$ cat config.mk
export PLATFORM = sky130hd
export DESIGN_NAME = counter_arbiter
export DESIGN_NICKNAME = d
export VERILOG_FILES = /design/src/rtl/counter_arbiter_defs.sv /design/src/rtl/counter.sv /design/src/rtl/counter_arbiter.sv
export SDC_FILE = /design/constraint.sdc
export NUM_CORES = 1
export LEC_CHECK = 0
export BUFFER_PORTS_ARGS = -buffer_cell sky130_fd_sc_hd__buf_2
export CORE_MARGIN = 2
export CORE_UTILIZATION = 50
export DETAILED_ROUTE_END_ITERATION = 7
export GPL_TIMING_DRIVEN = 0
export PLACE_DENSITY_LB_ADDON = 0.12
export SLEW_MARGIN = 10
export SYNTH_ARGS = -nofsm -noshare
export SYNTH_HDL_FRONTEND = slang
export SYNTH_HIERARCHICAL = 1
export SYNTH_SLANG_ARGS = --single-unit
$ cat constraint.sdc
create_clock -name clock -period 2.8 [get_ports clock]
set_input_delay 0.42 -clock clock [delete_from_list [all_inputs] [get_ports clock]]
set_output_delay 0.42 -clock clock [all_outputs]
set_load 0.02 [all_outputs]
$ cat src/rtl/counter_arbiter_defs.sv
// counter_arbiter_defs: shared definitions for the counter arbiter.
//   - state_e   : controller state encoding (IDLE=0, RUN=1, DONE=2)
//   - MaxReq    : widest requester vector the helper function handles
//   - rr_pick() : round-robin pick of the first set bit strictly after 'last'
package counter_arbiter_defs;

    localparam int unsigned MaxReq = 8;

    typedef enum logic [1:0] {
        StIdle = 2'd0,
        StRun  = 2'd1,
        StDone = 2'd2
    } state_e;

    // Scan n positions starting one past 'last', wrapping modulo n, and return the index of
    // the first requesting bit. Caller guarantees at least one bit of req[n-1:0] is set.
    function automatic logic [2:0] rr_pick(input logic [MaxReq-1:0] req,
                                           input logic [2:0]        last,
                                           input int unsigned       n);
        logic [2:0]  pick;
        logic        found;
        int unsigned idx;
        pick  = '0;
        found = 1'b0;
        for (int unsigned i = 1; i <= MaxReq; i++) begin
            if (i <= n && !found) begin
                idx = (32'(last) + i) % n;
                if (req[idx[2:0]]) begin
                    pick  = idx[2:0];
                    found = 1'b1;
                end
            end
        end
        return pick;
    endfunction

endpackage

$ cat src/rtl/counter.sv
// counter: free-running Size-bit up counter with synchronous clear.
//   clock : rising-edge clock
//   reset : synchronous clear, high holds the count at 0
//   count : current count, wraps naturally at 2^Size
module counter #(
    parameter int unsigned Size = 5
) (
    input  logic            clock,
    input  logic            reset,
    output logic [Size-1:0] count
);

    logic [Size-1:0] r_count;

    // The clear is driven from controller state, so it is sampled on the edge rather than
    // used asynchronously.
    always_ff @(posedge clock) begin
        if (reset) begin
            r_count <= '0;
        end else begin
            r_count <= r_count + Size'(1);
        end
    end

    assign count = r_count;

endmodule

$ cat src/rtl/counter_arbiter.sv
// counter_arbiter: round-robin arbiter that lends one shared interval counter to one requester
// at a time. The winner keeps its grant for 'len' cycles (0 means 2^Size) or until it drops
// its request, followed by one dead DONE cycle before the next arbitration.
//   clock : rising-edge clock
//   reset : asynchronous, active-high
//   req   : level request vector, one bit per requester
//   len   : hold length, sampled on the grant edge
//   grant : registered one-hot grant (or zero)
//   busy  : grant is non-zero
//   done  : one-cycle pulse in the cycle after a grant ends
//   early : qualifies done; high when the grant ended because req was withdrawn
//   count : shared counter value while running, 0 otherwise
module counter_arbiter
    import counter_arbiter_defs::*;
#(
    parameter int unsigned Size       = 5,
    parameter int unsigned Requesters = 4
) (
    input  logic                  clock,
    input  logic                  reset,
    input  logic [Requesters-1:0] req,
    input  logic [Size-1:0]       len,
    output logic [Requesters-1:0] grant,
    output logic                  busy,
    output logic                  done,
    output logic                  early,
    output logic [Size-1:0]       count
);

    state_e                r_state;
    logic [Requesters-1:0] r_grant;
    logic [2:0]            r_last;
    logic [Size-1:0]       r_hold;
    logic                  r_done;
    logic                  r_early;

    state_e                w_state_d;
    logic [Requesters-1:0] w_grant_d;
    logic [2:0]            w_last_d;
    logic [Size-1:0]       w_hold_d;
    logic                  w_done_d;
    logic                  w_early_d;

    logic [MaxReq-1:0]     w_req_ext;
    logic [2:0]            w_pick;
    logic [Requesters-1:0] w_pick_onehot;
    logic                  w_cnt_reset;
    logic [Size-1:0]       w_count;
    logic [Size-1:0]       w_last_cnt;
    logic                  w_req_held;

    assign w_req_ext     = MaxReq'(req);
    assign w_pick        = rr_pick(w_req_ext, r_last, Requesters);
    assign w_pick_onehot = Requesters'(1) << w_pick;

    // Wraps to 2^Size-1 when hold is 0, giving the full 2^Size-cycle grant.
    assign w_last_cnt = r_hold - Size'(1);
    assign w_req_held = |(req & r_grant);

    // Counter runs only in RUN; any other state (or block reset) keeps it cleared.
    assign w_cnt_reset = reset || (r_state != StRun);

    counter #(
        .Size (Size)
    ) u_counter (
        .clock (clock),
        .reset (w_cnt_reset),
        .count (w_count)
    );

    always_ff @(posedge clock or posedge reset) begin
        if (reset) begin
            r_state <= StIdle;
            r_grant <= '0;
            r_last  <= 3'(Requesters - 1);
            r_hold  <= '0;
            r_done  <= 1'b0;
            r_early <= 1'b0;
        end else begin
            r_state <= w_state_d;
            r_grant <= w_grant_d;
            r_last  <= w_last_d;
            r_hold  <= w_hold_d;
            r_done  <= w_done_d;
            r_early <= w_early_d;
        end
    end

    always_comb begin
        w_state_d = r_state;
        w_grant_d = r_grant;
        w_last_d  = r_last;
        w_hold_d  = r_hold;
        w_done_d  = 1'b0;
        w_early_d = 1'b0;
        case (r_state)
            StIdle: begin
                if (|req) begin
                    w_grant_d = w_pick_onehot;
                    w_last_d  = w_pick;
                    w_hold_d  = len;
                    w_state_d = StRun;
                end
            end
            StRun: begin
                // Length expiry is checked first so it wins over a simultaneous withdrawal.
                if (w_count == w_last_cnt) begin
                    w_grant_d = '0;
                    w_done_d  = 1'b1;
                    w_state_d = StDone;
                end else if (!w_req_held) begin
                    w_grant_d = '0;
                    w_done_d  = 1'b1;
                    w_early_d = 1'b1;
                    w_state_d = StDone;
                end
            end
            StDone: begin
                w_state_d = StIdle;
            end
            default: begin
                w_state_d = StIdle;
                w_grant_d = '0;
            end
        endcase
    end

    assign grant = r_grant;
    assign busy  = |r_grant;
    assign done  = r_done;
    assign early = r_early;
    assign count = (r_state == StRun) ? w_count : '0;

endmodule

==> results.sh <==
export IMPL_outcome="finished clean"
export IMPL_timing_max_cap_violations=0
export IMPL_initial_core_util=0.5425
export IMPL_p_leak_uw=0.0006155
export IMPL_drt_drc_violations_left=0
export IMPL_worst_path_cell_trace="inv_1, ha_1, nor2b_1, or3_1, a311oi_2, nor4_1, a221o_1"
export IMPL_critical_path_arrival_ps=2420
export IMPL_cts_resized=0
export IMPL_violation_count_after_the_first_detailed_routing_iteration=38
export IMPL_setup_violations=0
export IMPL_layoutNonFillerInstCount=168
export IMPL_die_h_um=50.61
export IMPL_grt_pass1_wl_um=4036
export IMPL_asyncSetResetFlopFracSynth=0.7500
export IMPL_synth_fp_nets=128
export IMPL_crit_path_end_kind="flop"
export IMPL_preCtsSetupSlack_ps=586.9
export IMPL_buffer_cell_driving_the_clock_tree_root="sky130_fd_sc_hd__clkbuf_4"
export IMPL_cts_hold_buf=0
export IMPL_htree_levels=1
export IMPL_tritoncts="built"
export IMPL_ant_nets=0
export IMPL_critical_path_required_ps=2990
export IMPL_min_path_type="in -> async"
export IMPL_grt_use_met2=0.3443
export IMPL_gr_max_usage_layer="met2"
export IMPL_vdd_ir_drop_worst_v=0.0007901
export IMPL_post_dp_hpwl_um=1736
export IMPL_timing_final_hold_violations=0
export IMPL_place_congestion=0.7872
export IMPL_grt_util_met1=0.2644
export IMPL_largest_net_degree_at_the_start_of_global_routing=17
export IMPL_top_level_ports=23
export IMPL_n_fill_cell=177
export IMPL_routed_via_count=961
export IMPL_post_cts_buffers=0
export IMPL_synth_cells=115
export IMPL_worstSetupEndpoint="grant[3]"
export IMPL_vias_per_cell=5.720
export IMPL_final_period_utilization=0.7932
export IMPL_path_max_fanout=5
export IMPL_drv_slew=0
export IMPL_yosys_cell_types_count=37
export IMPL_worst_r2r_setup_slack_ps=580
export IMPL_cts_clk_slew_worst_paths_ps=110
export IMPL_maximum_clock_path_buffer_count=2
export IMPL_synthesis_area_per_instance_um2=9.444
export IMPL_post_synthesis_register_bit_count=20
export IMPL_fp_coreArea_um2=2002
export IMPL_r2r_start="r_hold[0]"
export IMPL_max_frequency_mhz=450.3
export IMPL_rsz_0062_raised_after_global_routing="no"
export IMPL_synth_seq_area_share=0.4401
export IMPL_ys_warn_count=6
export IMPL_clock_latency_ps=300
export IMPL_synth_enable_flop_cells=0
export IMPL_first_global_vias=953
export IMPL_post_synth_instance_area_um2=1086
export IMPL_layout_area_overhead_vs_synth_pct=16.59
export IMPL_layout_cell_share_with_drive_strength_beyond_1=0.2411
export IMPL_cts_buffers=3
export IMPL_critical_path_cell_with_the_highest_stage_delay="sky130_fd_sc_hd__a311oi_2"
export IMPL_detail_route_wl_per_cell_um=13.70
export IMPL_worstMarginPinSlew_ps=570.8
export IMPL_fp_row_count=16
export IMPL_critPathMaxStageDelay_ps=470
export IMPL_crit_start="r_hold[0]"
export IMPL_ys_dominant_reg_cell="sky130_fd_sc_hd__dfrtp_1"
export IMPL_post_route_worst_setup_slack_ps=579.0
export IMPL_cts_num_sinks=20
export IMPL_finish_net_count=155
export IMPL_worstSetupStartpointType="flop"
export IMPL_r2r_cells=7
export IMPL_insertedDiodeCount=0
export IMPL_relSlewSlack=0.6191
export IMPL_gr_total_overflow=0
export IMPL_fp_dieW_um=50.61
export IMPL_totalWireLength_um=2302
export IMPL_power_per_cell_area_nw_per_um2=1025
export IMPL_antenna_found_initial=0
export IMPL_dieArea_um2=2561
export IMPL_finClkSkew_ps=6.095
export IMPL_placement_io_buffers=22
export IMPL_setup_tns_final_ps=0
export IMPL_place_inst=164
export IMPL_worstReg2RegEnd="grant[3]"
export IMPL_1st_pass_router_iterations=5
export IMPL_finalWorstPathRequiredPeriod_ps=2221
export IMPL_grtUsageTotal=0.2072
export IMPL_globalRouteMet3Util=0.04167
export IMPL_crit_path_class="reg -> reg"
[worst max-delay path: cells and delay by family, from the launching register on]
kind | cells | cell delay (ps)
AO/OA/AOI/OAI | 2 | 790
adder cells (fa/ha/maj) | 1 | 230
flip-flops | 1 | 410
AND/OR/NAND/NOR | 3 | 620
buffers and inverters | 1 | 70
[kinds of logic (layout without fill, tap and decap cells)]
logic type / Yosys count / after routing / share of synthesized area
adder cells (fa/ha/maj): 2 / 2 / 0.02304
buffers and inverters: 6 / 32 / 0.02074
flip-flops: 20 / 20 / 0.4401
AND/OR/NAND/NOR: 56 / 56 / 0.2661
multiplexers: 2 / 2 / 0.02765
XOR/XNOR: 6 / 6 / 0.04839
AO/OA/AOI/OAI: 23 / 23 / 0.1740
[synth_stat cells (2+ instances only)]
cell / count / area share
sky130_fd_sc_hd__a211o_1: 2 / 0.016
sky130_fd_sc_hd__a21o_1: 2 / 0.014
sky130_fd_sc_hd__a221o_1: 2 / 0.018
sky130_fd_sc_hd__and2_1: 5 / 0.029
sky130_fd_sc_hd__clkbuf_1: 3 / 0.010
sky130_fd_sc_hd__dfrtp_1: 13 / 0.30
sky130_fd_sc_hd__dfstp_2: 2 / 0.048
sky130_fd_sc_hd__dfxtp_1: 5 / 0.092
sky130_fd_sc_hd__ha_1: 2 / 0.023
sky130_fd_sc_hd__inv_1: 3 / 0.010
sky130_fd_sc_hd__mux2_4: 2 / 0.028
sky130_fd_sc_hd__nand2_1: 17 / 0.059
sky130_fd_sc_hd__nand2b_1: 2 / 0.012
sky130_fd_sc_hd__nand3_1: 3 / 0.014
sky130_fd_sc_hd__nor2_1: 11 / 0.038
sky130_fd_sc_hd__nor2b_1: 8 / 0.046
sky130_fd_sc_hd__nor3b_1: 3 / 0.021
sky130_fd_sc_hd__o21a_1: 2 / 0.014
sky130_fd_sc_hd__o21ai_1: 5 / 0.023
sky130_fd_sc_hd__or3_1: 2 / 0.012
sky130_fd_sc_hd__xnor2_1: 4 / 0.032
sky130_fd_sc_hd__xor2_1: 2 / 0.016
[metrics by stage]
step / util / power, uW / cell area [um2] / hold slack [ps]
global placement: 0.6144 / 1097 / 1230 / 461.9
floorplan: - / 961.2 / 1086 / 328.1
detailed placement: 0.6144 / 1135 / 1230 / 466.6
global route: 0.6325 / 1411 / 1266 / 200.8
CTS: 0.6325 / 1302 / 1266 / 174.2
finish: 0.6325 / 1298 / 1266 / 151.7
[layout by cell type (no fill, tap or decap), types with 2 or more instances in the layout]
cell / n
sky130_fd_sc_hd__and2_1: 5
sky130_fd_sc_hd__dfxtp_1: 5
sky130_fd_sc_hd__a221o_1: 2
sky130_fd_sc_hd__o21a_1: 2
sky130_fd_sc_hd__or3_1: 2
sky130_fd_sc_hd__nor2_1: 11
sky130_fd_sc_hd__nand2b_1: 2
sky130_fd_sc_hd__dfstp_2: 2
sky130_fd_sc_hd__dfrtp_1: 13
sky130_fd_sc_hd__nor3b_1: 3
sky130_fd_sc_hd__nand2_1: 17
sky130_fd_sc_hd__o21ai_1: 5
sky130_fd_sc_hd__nand3_1: 3
sky130_fd_sc_hd__buf_2: 22
sky130_fd_sc_hd__clkbuf_4: 3
sky130_fd_sc_hd__xnor2_1: 4
sky130_fd_sc_hd__inv_1: 3
sky130_fd_sc_hd__clkbuf_1: 3
sky130_fd_sc_hd__ha_1: 2
sky130_fd_sc_hd__a21o_1: 2
sky130_fd_sc_hd__a211o_1: 2
sky130_fd_sc_hd__nor2b_1: 8
sky130_fd_sc_hd__mux2_4: 2
sky130_fd_sc_hd__xor2_1: 2
[per-layer routing]
| metal | up-vias | wire, um |
|---|---|---|
| li1 | 458 | - |
| met1 | 468 | 1053 |
| met2 | 31 | 1102 |
| met3 | 4 | 120 |
| met4 | 0 | 25 |
| met5 | - | 0 |
[sequential cells by signal (all words and copies together) (netlist names)]
signal	count
done	1
early	1
grant	4
r_hold	5
r_last	2
r_state	2
u_counter/count	5
[layout make-up]
type                       instances  area (um2)  area share
multi-input combinational         89       585.6      0.4625
sequential                        20       478.0      0.3775
timing repair buffer              22       110.1     0.08696
clock buffer                       4       36.28     0.02866
tap                               27       33.78     0.02668
buffer                             3       11.26    0.008893
inverter                           3       11.26    0.008893
[power by group]
group	switching, uW	leakage (uW)	internal (uW)
Combinational	363	0.000368	258
Clock	87.7	0.0000210	79.3
Sequential	109	0.000227	401
[worst min-delay path by stage]
stage	slack, ps	start	cells after the start	end
CTS	170	reset	2	grant[1]
global placement	460	r_last[0]	2	r_last[0]
global route	200	reset	2	grant[1]
finish	150	reset	2	grant[0]
floorplan	330	reset	1	done
detailed placement	470	r_last[0]	2	r_last[0]
Note: power is estimated with default switching activity, not from simulation.
